[config.mk]
export PLATFORM = sky130hd
export DESIGN_NAME = bidir_deserializer_flat
export DESIGN_NICKNAME = d
export VERILOG_FILES = /design/src/rtl/shift_pkg.sv /design/src/rtl/bidir_deserializer_if.sv /design/src/rtl/bidir_shift_core.sv /design/src/rtl/bidir_deserializer.sv /design/src/flat_wrapper.sv
export SDC_FILE = /design/constraint.sdc
export NUM_CORES = 1
export LEC_CHECK = 0
export CAP_MARGIN = 5
export CORE_AREA = 2 2 42 44
export DETAILED_ROUTE_END_ITERATION = 7
export DIE_AREA = 0 0 44 46
export PLACE_DENSITY = 0.77
export SLEW_MARGIN = 25
export SYNTH_ARGS = -nofsm -noshare
export SYNTH_HDL_FRONTEND = slang
export SYNTH_SLANG_ARGS = --single-unit
[constraint.sdc]
create_clock -name clk -period 4.7 [get_ports clk]
set_clock_uncertainty 0.2 [all_clocks]
set_input_delay 0.47 -clock clk [delete_from_list [all_inputs] [get_ports clk]]
set_output_delay 0.47 -clock clk [all_outputs]
set_load 0.1 [all_outputs]
[src/rtl/shift_pkg.sv]
// Shared definitions for the bidirectional deserializer slice:
// shift direction encodings and the receive FSM state type.
package shift_pkg;

    localparam logic DIR_MSB_FIRST = 1'b0;
    localparam logic DIR_LSB_FIRST = 1'b1;

    typedef enum logic {
        IDLE,
        COLLECT
    } deser_state_t;

endpackage

[src/rtl/bidir_deserializer_if.sv]
// Serial input side and parallel valid/ready output side of the deserializer,
// with status outputs. The slave modport is the deserializer's view.
interface bidir_deserializer_if #(
    parameter int WIDTH = 4
);
    localparam int CNT_W = $clog2(WIDTH + 1);

    logic             sin;
    logic             sin_valid;
    logic             dir;
    logic [WIDTH-1:0] dout;
    logic             dout_valid;
    logic             dout_ready;
    logic             busy;
    logic [CNT_W-1:0] bit_cnt;
    logic             overrun;

    modport master (
        output sin, sin_valid, dir, dout_ready,
        input  dout, dout_valid, busy, bit_cnt, overrun
    );

    modport slave (
        input  sin, sin_valid, dir, dout_ready,
        output dout, dout_valid, busy, bit_cnt, overrun
    );

endinterface

[src/rtl/bidir_shift_core.sv]
// Shift register, per-word direction latch and bit counter. Presents the word
// including the bit being accepted, plus a done strobe on the final bit.
module bidir_shift_core
    import shift_pkg::*;
#(
    parameter  int WIDTH = 4,
    localparam int CNT_W = $clog2(WIDTH + 1)
) (
    input  logic             clk,
    input  logic             rst,
    input  logic             clear,
    input  logic             sin,
    input  logic             sin_valid,
    input  logic             dir,
    output logic [WIDTH-1:0] word,
    output logic             done,
    output logic [CNT_W-1:0] bit_cnt
);

    logic [WIDTH-1:0] shreg;
    logic             dir_q;
    logic             eff_dir;
    logic             accept;

    // Live dir only matters on the first bit; afterwards the latched copy rules.
    always_comb begin
        accept  = sin_valid && !clear;
        eff_dir = (bit_cnt == '0) ? dir : dir_q;
        word    = (eff_dir == DIR_MSB_FIRST) ? {shreg[WIDTH-2:0], sin}
                                             : {sin, shreg[WIDTH-1:1]};
        done    = accept && (bit_cnt == CNT_W'(WIDTH - 1));
    end

    always_ff @(posedge clk or negedge rst) begin
        if (!rst) begin
            shreg   <= '0;
            bit_cnt <= '0;
            dir_q   <= DIR_MSB_FIRST;
        end else if (clear) begin
            shreg   <= '0;
            bit_cnt <= '0;
            dir_q   <= DIR_MSB_FIRST;
        end else if (accept) begin
            dir_q <= eff_dir;
            if (done) begin
                shreg   <= '0;
                bit_cnt <= '0;
            end else begin
                shreg   <= word;
                bit_cnt <= bit_cnt + 1'b1;
            end
        end
    end

endmodule

[src/rtl/bidir_deserializer.sv]
// Serial-in/parallel-out receiver: collects WIDTH-bit words MSB- or LSB-first
// and hands them to a valid/ready consumer, flagging words lost to overrun.
module bidir_deserializer
    import shift_pkg::*;
#(
    parameter  int WIDTH = 4,
    localparam int CNT_W = $clog2(WIDTH + 1)
) (
    input  logic                clk,
    input  logic                rst,
    input  logic                clear,
    bidir_deserializer_if.slave bus
);

    deser_state_t     state;
    logic [WIDTH-1:0] word;
    logic             done;
    logic             slot_free;
    logic             consume;

    bidir_shift_core #(
        .WIDTH (WIDTH)
    ) u_core (
        .clk       (clk),
        .rst       (rst),
        .clear     (clear),
        .sin       (bus.sin),
        .sin_valid (bus.sin_valid),
        .dir       (bus.dir),
        .word      (word),
        .done      (done),
        .bit_cnt   (bus.bit_cnt)
    );

    // A slot being consumed this cycle can take a new word on the same edge.
    assign consume   = bus.dout_valid && bus.dout_ready;
    assign slot_free = !bus.dout_valid || bus.dout_ready;

    always_ff @(posedge clk or negedge rst) begin
        if (!rst) begin
            state          <= IDLE;
            bus.busy       <= 1'b0;
            bus.dout       <= '0;
            bus.dout_valid <= 1'b0;
            bus.overrun    <= 1'b0;
        end else if (clear) begin
            state          <= IDLE;
            bus.busy       <= 1'b0;
            bus.dout_valid <= 1'b0;
            bus.overrun    <= 1'b0;
        end else begin
            case (state)
                IDLE: begin
                    if (bus.sin_valid) begin
                        state    <= COLLECT;
                        bus.busy <= 1'b1;
                    end
                end
                COLLECT: begin
                    if (done) begin
                        state    <= IDLE;
                        bus.busy <= 1'b0;
                    end
                end
                default: begin
                    state    <= IDLE;
                    bus.busy <= 1'b0;
                end
            endcase

            if (done && slot_free) begin
                bus.dout       <= word;
                bus.dout_valid <= 1'b1;
            end else begin
                if (done) begin
                    bus.overrun <= 1'b1;
                end
                if (consume) begin
                    bus.dout_valid <= 1'b0;
                end
            end
        end
    end

endmodule

[src/flat_wrapper.sv]
// flat-port wrapper written by rule: the top's interface ports become plain ports
module bidir_deserializer_flat import shift_pkg::*;
#(
    parameter  int WIDTH = 4,
    localparam int CNT_W = $clog2(WIDTH + 1)
)
  (clk, rst, clear, bus_sin, bus_sin_valid, bus_dir, bus_dout_ready, bus_dout, bus_dout_valid, bus_busy, bus_bit_cnt, bus_overrun);
  bidir_deserializer_if #(.WIDTH(WIDTH)) bus_i ();
  input  logic clk;
  input  logic rst;
  input  logic clear;
  input wire logic [$bits(bus_i.sin)-1:0] bus_sin;
  input wire logic [$bits(bus_i.sin_valid)-1:0] bus_sin_valid;
  input wire logic [$bits(bus_i.dir)-1:0] bus_dir;
  input wire logic [$bits(bus_i.dout_ready)-1:0] bus_dout_ready;
  output wire logic [$bits(bus_i.dout)-1:0] bus_dout;
  output wire logic [$bits(bus_i.dout_valid)-1:0] bus_dout_valid;
  output wire logic [$bits(bus_i.busy)-1:0] bus_busy;
  output wire logic [$bits(bus_i.bit_cnt)-1:0] bus_bit_cnt;
  output wire logic [$bits(bus_i.overrun)-1:0] bus_overrun;
  assign bus_i.sin = bus_sin;
  assign bus_i.sin_valid = bus_sin_valid;
  assign bus_i.dir = bus_dir;
  assign bus_i.dout_ready = bus_dout_ready;
  assign bus_dout = bus_i.dout;
  assign bus_dout_valid = bus_i.dout_valid;
  assign bus_busy = bus_i.busy;
  assign bus_bit_cnt = bus_i.bit_cnt;
  assign bus_overrun = bus_i.overrun;
  bidir_deserializer #(.WIDTH(WIDTH)) u_core (.clk(clk), .rst(rst), .clear(clear), .bus(bus_i));
endmodule
==> results of run 1 <==
==> through the flow <==
stage | area (um2) | utilization (%) | hold slack, ns | std cells | setup WS (ns)
floorplan | 754.5 | - | -0.02559 | 72 | 2.305
CTS | 945.9 | 58.60 | 0.3052 | 105 | 2.128
global placement | 923.4 | 57.21 | 0.2682 | 102 | 2.471
global route | 945.9 | 58.60 | 0.3340 | 105 | 2.062
finish | 945.9 | 58.60 | 0.3012 | 105 | 2.133
detailed placement | 923.4 | 57.21 | 0.2839 | 102 | 2.446
==> cells in the mapped netlist (2+ instances only) <==
library cell	number	area, um2
nand2b_1	3	18.77
dfrtp_1	16	400.4
nor2_1	5	18.77
nand2_1	10	37.54
nand3_1	2	10.01
mux2i_1	4	40.04
clkbuf_1	2	7.510
o32ai_1	2	17.52
a21oi_1	4	20.02
o21ai_1	6	30.03
ha_1	2	25.02
inv_1	5	18.77
==> cell type report <==
cell class              instances  area, um2
inverters                       5      18.77
repair buffers                 16      160.2
fillers                       151      668.1
flip-flops and latches         16      400.4
multi-input cells              48      322.8
clock buffers                   3      22.52
well taps                      17      21.27
==> metal layers <==
metal / part of all wire (%) / routed length (um) / vias to the layer above
li1: - / - / 280
met2: 46 / 664 / 11
met1: 49 / 697 / 270
met5: 0 / 0 / -
met3: 2.7 / 38 / 4
met4: 2.0 / 29 / 0
==> cell families (layout without fill, tap and decap cells) <==
logic type,count (synthesis),after routing,synth area share [%]
fa+ha+maj,2,2,3.316
flops,16,16,53.07
mux,6,6,9.784
compound gates,15,15,12.44
buf+inv,8,24,4.146
simple gates,25,25,17.25
==> power breakdown <==
part | internal (mW) | switching [mW] | leakage, nW | total, mW
Clock | 0.0298 | 0.0408 | 0.0138 | 0.0706
Combinational | 0.0245 | 0.0533 | 0.182 | 0.0779
Sequential | 0.144 | 0.00464 | 0.217 | 0.149
==> state kept, by name (all words and copies together) (netlist names) <==
name,flops
u_core.u_core.shreg,4
u_core.state,1
u_core.bus.dout,4
u_core.u_core.dir_q,1
u_core.bus.busy,1
u_core.u_core.bit_cnt,3
u_core.bus.dout_valid,1
u_core.bus.overrun,1
==> how the worst max path moves through the flow <==
stage               slack [ns]                            endpoint
finish                    2.13                      bus_bit_cnt[2]
global route              2.06                      bus_bit_cnt[2]
CTS                       2.13                      bus_bit_cnt[2]
detailed placement        2.45                      bus_bit_cnt[2]
global placement          2.47                      bus_bit_cnt[2]
floorplan                 2.31  u_core.u_core.shreg[1]$_DFFE_PN0P_
==> reports/metrics.cfg, run 1 <==
[outcome]
status = complete, no violations

[grt]
overflow = 0
busiest_layer = met1
grt_pass1_vias = 536
grt_pass1_wl_mm = 2.559
use_met3_pct = 4.762
grtUsageMet2_pct = 23.82
grt_use_total_pct = 18.21
antenna_found_initial = 0
grt_start_max_net_pins = 17
use_met1_pct = 26.65

[cts]
h-tree-depth = 1
cts.sinks = 16
cts_buffers = 3
cts_tree = yes
clk_latency_ns = 0.28
clk_pin_slew_ns = 0.09
cts_hold_buffers = 0
cts_setup_buffers = 0
root_buffer = clkbuf_4
cts_max_path_buffers = 2
post_cts_resized = 0

[critical_path]
path_max_fanout = 5
cp-start-kind = register
r2r_slack_ns = 2.76
r2r_cells = 6
cp-end-kind = primary output
critPathSlowestCell = clkdlybuf4s50_1
critPathArrivalTime_ns = 1.90
critPathBufInv = 1
startpoint = u_core.u_core.bit_cnt[2]$_DFFE_PN0P_
slowest_delay_ns = 1.16
crit_family = buffers and inverters
crit_chain = clkdlybuf4s50_1
crit_cells = 1
reg2reg_from = u_core.u_core.bit_cnt[0]$_DFFE_PN0P_
required_ns = 4.03
r2r_end = u_core.u_core.shreg[3]$_DFFE_PN0P_
path_class = register to primary output

[worst_hold_path]
hp-start = u_core.state$_DFF_PN0_
hp-class = register to register
whs_path_depth = 1
holdPathEnd = u_core.state$_DFF_PN0_

[floorplan]
die-height_um = 46
core_um2 = 1614
design.die.area_um2 = 2024
initial_core_util_pct = 46.74
rows = 15
ios = 17
die_w_um = 44

[route]
post-route-drc-count = 0
wirelength_mm = 1.429
wire_per_inst_um = 13.61
detail-route-antenna-nets = 0
firstDrtPassIters = 4
drtIter0Drc = 10
num_vias = 565
avgViaCountPerCell = 5.381

[yosys]
synth-edff-count = 0
synth-seq-cells = 16
avgSynthCellArea_um2 = 10.48
syn_inst = 72
syn_area_um2 = 754.5
synth.distinct_cells = 23
synth_nets = 81
async_reset_ff_share_pct = 100.0
ys.flop_type = dfrtp_1
seq_area_frac_synth_pct = 53.07
yosysWarnings = 0

[timing]
slew_viol_final = 0
fmax_ghz = 0.3896
period_share_pct = 54.61
post-route-min-period_ns = 2.567
setup_tns_ns = 0
rsz0062_at_grt = false
slew_headroom_pct = 34.56
tightestPinTransition_ns = 0.9785
setup_viol = 0
final_hold_viol_count = 0

[power_and_ir_drop]
power_leakage_nw = 0.4134
p_total_mw = 0.2974
ir_drop_v = 0.0001716
p_per_area_nw_per_um2 = 314.5

[place]
gp_congestion = 0.7278
io_buffers = 16

[cells_and_area]
diodes = 0
nets = 99
drive_gt1_share_pct = 9.091
syn2layout_area_growth_pct = 25.37
mostFrequentLayoutCells = clkdlybuf4s50_1 (16), dfrtp_1 (16), nand2_1 (10)

[flow_run]
cap_violations = 0

Note: power is estimated with default switching activity, not from simulation.
==> run 2: changes to the inputs <==
--- a/config.mk
+++ b/config.mk
@@ -6,10 +6,10 @@
 export NUM_CORES = 1
 export LEC_CHECK = 0
 export CAP_MARGIN = 5
-export CORE_AREA = 2 2 42 44
+export CORE_AREA = 2 2 44 46
 export DETAILED_ROUTE_END_ITERATION = 7
-export DIE_AREA = 0 0 44 46
-export PLACE_DENSITY = 0.77
+export DIE_AREA = 0 0 46 48
+export PLACE_DENSITY = 0.71
 export SLEW_MARGIN = 25
 export SYNTH_ARGS = -nofsm -noshare
 export SYNTH_HDL_FRONTEND = slang
==> constraint.sdc (replaced) <==
create_clock -name clk -period 2.6 [get_ports clk]
set_clock_uncertainty 0.2 [all_clocks]
set_input_delay 0.26 -clock clk [delete_from_list [all_inputs] [get_ports clk]]
set_output_delay 0.26 -clock clk [all_outputs]
set_load 0.1 [all_outputs]
==> reports/metrics.cfg, run 2 (synthesized netlist as in run 1, its figures left out) <==
[power_and_ir_drop]
p_total_mw = 0.5765  ; +94%
power_leakage_nw = 0.4441  ; +7.4%
p_sw_share_pct = 32.54  ; -0.67 points
switchingPower_mw = 0.1876  ; +90%
p_comb_share_pct = 24.0  ; -2.2 points
p_clk_share_pct = 29.2  ; +5.5 points
p_per_area_nw_per_um2 = 611.9  ; +95%
intPower_mw = 0.3889  ; +96%
ir_drop_v = 0.0003077  ; +79%
seq_power_share_pct = 46.7  ; -3.4 points

[timing]
post-route-min-period_ns = 1.962
tightestPinTransition_ns = 0.6963  ; -0.2823 ns
rsz0062_at_grt = false
slew_viol_final = 0  ; unchanged
setup_ws_ns = 0.6379  ; -1.495 ns
setup_tns_ns = 0  ; unchanged
slew_headroom_pct = 53.44  ; +19 points
fmax_ghz = 0.5097
period_share_pct = 75.47
final_hold_viol_count = 0  ; unchanged
setup_viol = 0  ; unchanged

[critical_path]
critPathBufInv = 1  ; unchanged
critPathArrivalTime_ns = 1.93  ; +0.03 ns
cp-start-kind = register
critPathSlowestCell = dfrtp_1
cp-end-kind = register
crit_chain = inv_1 -> ha_1 -> nor2b_4 -> mux2i_4 -> mux2i_1 -> o32ai_1
path_class = register to register
required_ns = 2.57  ; -1.46 ns
slowest_delay_ns = 0.41  ; -0.75 ns
crit_family = multiplexers
path_max_fanout = 4  ; -1

[floorplan]
core_um2 = 1689  ; +4.7%
ios = 17  ; unchanged
die_w_um = 46  ; +4.5%
die-height_um = 48  ; +4.3%
rows = 15  ; unchanged
initial_core_util_pct = 44.67  ; -2.1 points
design.die.area_um2 = 2208  ; +9.1%

[place]
gp_congestion = 0.7867  ; +8.1%
dp_hpwl_mm = 1.064
post-place-ws_ns = 0.6855  ; -1.760 ns
dpl-instance-area_um2 = 905.9  ; -1.9%
io_buffers = 16  ; unchanged

[cells_and_area]
syn2layout_area_growth_pct = 24.88
nets = 100  ; +1.0%
mostFrequentLayoutCells = dfrtp_1 (16), buf_4 (11), nand2_1 (10)
layout_commonest_cell = dfrtp_1
diodes = 0  ; unchanged
reg.largest.list = u_core.bus.dout x4, u_core.u_core.shreg x4, u_core.u_core.bit_cnt x3
final_area_um2 = 942.2  ; -0.40%
postLayoutCoreUtil_pct = 55.78  ; -2.8 points
drive_gt1_share_pct = 22.22  ; +13 points

[grt]
grt_use_total_pct = 15.28  ; -2.9 points
grt_pass1_wl_mm = 2.346  ; -8.3%
grt_pass1_vias = 543  ; +1.3%
grt_start_max_net_pins = 17  ; unchanged
antenna_found_initial = 0  ; unchanged
overflow = 0  ; unchanged

[route]
avgViaCountPerCell = 5.271  ; -2.0%
drtIter0Drc = 6  ; -4
wire_per_inst_um = 13.33  ; -2.1%
detail-route-antenna-nets = 0  ; unchanged
num_vias = 564  ; -0.18%
firstDrtPassIters = 2  ; -2
wirelength_mm = 1.426  ; -0.21%
post-route-drc-count = 0  ; unchanged

[cts]
post_cts_resized = 0  ; unchanged
clk_pin_slew_ns = 0.10  ; about the same
cts_setup_buffers = 0  ; unchanged
cts_max_path_buffers = 2  ; unchanged
cts_hold_buffers = 0  ; unchanged
root_buffer = clkbuf_4
h-tree-depth = 1  ; unchanged
cts_tree = yes
cts.sinks = 16  ; unchanged
cts_buffers = 3  ; unchanged
clk_latency_ns = 0.29  ; about the same

[outcome]
status = complete, no violations

[worst_hold_path]
hp-class = input pin to async pin

[flow_run]
cap_violations = 0  ; unchanged

run 2: path summary, 6_finish.rpt:
path                                                       from                                    to  slack (ns)  depth (start not counted)
max                        u_core.u_core.bit_cnt[0]$_DFFE_PN0P_    u_core.u_core.shreg[1]$_DFFE_PN0P_        0.64                          6
min                                                         rst        u_core.bus.dout[0]$_DFFE_PN0P_        0.18                          1
max reg2reg                u_core.u_core.bit_cnt[0]$_DFFE_PN0P_    u_core.u_core.shreg[1]$_DFFE_PN0P_        0.64                          6
min reg2reg                      u_core.bus.dout[1]$_DFFE_PN0P_        u_core.bus.dout[1]$_DFFE_PN0P_        0.30                          2
max in group asynchronous                                   rst  u_core.u_core.bit_cnt[1]$_DFFE_PN0P_        1.58                          1
min in group clk                 u_core.bus.dout[1]$_DFFE_PN0P_        u_core.bus.dout[1]$_DFFE_PN0P_        0.30                          2
run 2: power groups by stage:
stage	combinational [mW]	sequential, mW	clock [mW]
2_1_floorplan	0.0430	0.332	0
3_3_place_gp	0.139	0.274	0
3_5_place_dp	0.139	0.275	0
4_1_cts	0.140	0.269	0.171
5_1_grt	0.147	0.271	0.181
6_report	0.139	0.269	0.168
run 2: routing by layer:
layer  global-route usage [%]  wire, um  up-vias  part of all wire, %
met3                    1.509        43        5                  3.0
met5                        0         0        -                    0
li1                         -         -      280                    -
met1                    20.57       667      268                   47
met2                    23.33       667       11                   47
met4                    10.29        47        0                  3.3
run 2: final cells by class:
type | instances | area, um2
inverter | 5 | 18.77
tap | 17 | 21.27
timing repair buffer | 17 | 142.6
sequential | 16 | 400.4
fill | 152 | 747.0
clock buffer | 4 | 36.28
multi-input combinational | 48 | 322.8
run 2: through the flow:
step           cells  hold WS [ns]
6_report         107        0.1759
3_3_place_gp     103        0.2728
5_1_grt          107        0.2550
3_5_place_dp     103        0.2832
4_1_cts          107        0.1952
2_1_floorplan     72       -0.2356
==> run 3: changes to the inputs <==
==> constraint.sdc (replaced) <==
create_clock -name clk -period 2 [get_ports clk]
set_clock_uncertainty 0.2 [all_clocks]
set_input_delay 0.2 -clock clk [delete_from_list [all_inputs] [get_ports clk]]
set_output_delay 0.2 -clock clk [all_outputs]
set_load 0.1 [all_outputs]
==> reports/metrics.cfg, run 3 (synthesized netlist as in run 1, its figures left out) <==
[cts]
clk_pin_slew_ns = 0.10  ; about the same
h-tree-depth = 1  ; unchanged
clk_latency_ns = 0.28  ; about the same
cts_tree = yes
cts_max_path_buffers = 2  ; unchanged
cts.sinks = 16  ; unchanged
root_buffer = clkbuf_4
cts_buffers = 3  ; unchanged
cts_hold_buffers = 0  ; unchanged

[critical_path]
reg2reg_from = u_core.u_core.bit_cnt[1]$_DFFE_PN0P_
cp-end-kind = register
critPathSlowestCell = dfrtp_4
crit_chain = inv_2 -> ha_4 -> nor2b_4 -> mux2i_4 -> mux2i_2 -> o32ai_2
required_ns = 1.95  ; -0.62 ns
path_max_fanout = 4  ; unchanged
worstSetupEndpoint = u_core.u_core.shreg[3]$_DFFE_PN0P_
slowest_delay_ns = 0.51  ; +0.10 ns
startpoint = u_core.u_core.bit_cnt[1]$_DFFE_PN0P_
r2r_cells = 6  ; unchanged
r2r_slack_ns = 0.06  ; -0.58 ns
critPathArrivalTime_ns = 1.90  ; -0.03 ns
path_class = register to register
r2r_end = u_core.u_core.shreg[3]$_DFFE_PN0P_
cp-start-kind = register

[cells_and_area]
layout_commonest_cell = buf_4
final_area_um2 = 997.2  ; +5.8%
diodes = 0  ; unchanged
mostFrequentLayoutCells = buf_4 (15), dfrtp_1 (13), nand2_1 (10)
seqCellArea_um2 = 409.1  ; +2.2%
syn2layout_area_growth_pct = 32.17
drive_gt1_share_pct = 32.98  ; +11 points
reg.largest.list = u_core.bus.dout x4, u_core.u_core.shreg x4, u_core.u_core.bit_cnt x3
n_fill_cell = 147  ; -3.3%
postLayoutCoreUtil_pct = 59.04  ; +3.3 points
nets = 104  ; +4.0%
multi_input_area_um2 = 346.6  ; +7.4%
final_cells = 111  ; +3.7%

[power_and_ir_drop]
power_leakage_nw = 0.4534  ; +2.1%
p_per_area_nw_per_um2 = 724.4  ; +18%
ir_drop_v = 0.0004150  ; +35%

[outcome]
status = complete, no violations

[timing]
slew_viol_final = 0  ; unchanged
post-route-min-period_ns = 1.945  ; -0.01747 ns
period_share_pct = 97.23  ; +22 points
setup_viol = 0  ; unchanged
final_hold_viol_count = 0  ; unchanged
hold_slack_ns = 0.02999  ; -0.1459 ns
tightestPinTransition_ns = 0.3368  ; -0.3595 ns
setup_ws_ns = 0.05535  ; -0.5825 ns
rsz0062_at_grt = true
slew_headroom_pct = 77.42  ; +24 points
fmax_ghz = 0.5142  ; +0.90%

[route]
num_vias = 596  ; +5.7%
wire_per_inst_um = 13.92  ; +4.4%
detail-route-antenna-nets = 0  ; unchanged
drtIter0Drc = 9  ; +3
avgViaCountPerCell = 5.369  ; +1.9%
firstDrtPassIters = 4  ; +2
post-route-drc-count = 0  ; unchanged
wirelength_mm = 1.545  ; +8.3%

[floorplan]
initial_core_util_pct = 44.67  ; unchanged
design.die.area_um2 = 2208  ; unchanged
ios = 17  ; unchanged
rows = 15  ; unchanged
core_um2 = 1689  ; unchanged
die_w_um = 46  ; unchanged
die-height_um = 48  ; unchanged

[grt]
grt_pass1_wl_mm = 2.283  ; -2.7%
grt_start_max_net_pins = 17  ; unchanged
grt_pass1_vias = 520  ; -4.2%
grt_use_total_pct = 14.68  ; -0.60 points
antenna_found_initial = 0  ; unchanged
overflow = 0  ; unchanged

[place]
dp_hpwl_mm = 1.155  ; +8.5%
gp_congestion = 0.7159  ; -9.0%
dpl-instance-area_um2 = 944.7  ; +4.3%
placed_cells = 105  ; +1.9%
post-place-ws_ns = 0.04402  ; -0.6414 ns
io_buffers = 16  ; unchanged

[worst_hold_path]
hp-class = input pin to async pin

[flow_run]
cap_violations = 0  ; unchanged

## run 3: cell types whose count changed in the layout (fill, tap and decap cells not counted), sizes merged
cell,delta
buf,+4
## run 3: layout make-up
| type | count | area share (%) |
|---|---|---|
| Clock buffer | 4 | 2.635 |
| Inverter | 5 | 2.133 |
| Multi-Input combinational cell | 48 | 34.76 |
| Sequential cell | 16 | 41.03 |
| Tap cell | 17 | 2.133 |
| Timing Repair Buffer | 21 | 17.31 |
## run 3: worst min-delay path by stage
stage	to
6_report	u_core.bus.busy$_DFFE_PN0P_
3_5_place_dp	u_core.bus.dout[0]$_DFFE_PN0P_
3_3_place_gp	u_core.bus.dout[0]$_DFFE_PN0P_
4_1_cts	u_core.bus.overrun$_DFFE_PN0P_
5_1_grt	u_core.u_core.shreg[1]$_DFFE_PN0P_
2_1_floorplan	u_core.bus.busy$_DFFE_PN0P_
## run 3: critical path, delay by kind of cell (launching register included)
| kind | cells | cell delay (ns) |
|---|---|---|
| compound gates | 1 | 0.10 |
| mux | 2 | 0.63 |
| fa+ha+maj | 1 | 0.13 |
| buf+inv | 1 | 0.08 |
| flops | 1 | 0.51 |
| simple gates | 1 | 0.16 |
## run 3: report_power, final
part | leakage, nW | internal, mW | switching [mW]
Clock | 0.0150 | 0.0772 | 0.0963
Combinational | 0.226 | 0.0659 | 0.130
Sequential | 0.212 | 0.341 | 0.0117
Total | 0.453 | 0.484 | 0.238
## run 3: timing repair
action | in CTS | in global routing
hold endpoints to repair | 0 | 0
setup endpoints to repair | 0 | 2
gates resized for setup | 0 | 2
setup buffers | 0 | 2
## run 3: metal layers
metal	global-route usage (%)	up-vias	wire length (um)
met4	6.857	0	12
met3	2.264	2	52
met2	21.67	10	709
met1	21.08	295	770
li1	-	289	-
met5	0	-	0
## run 3: stage by stage
| step | power [mW] | TNS (ns) |
|---|---|---|
| finish | 0.7224 | 0 |
| global route | 0.7569 | -0.03695 |
| CTS | 0.7222 | 0 |
| detailed placement | 0.5485 | 0 |
| global placement | 0.5453 | 0 |
| floorplan | 0.4947 | 0 |
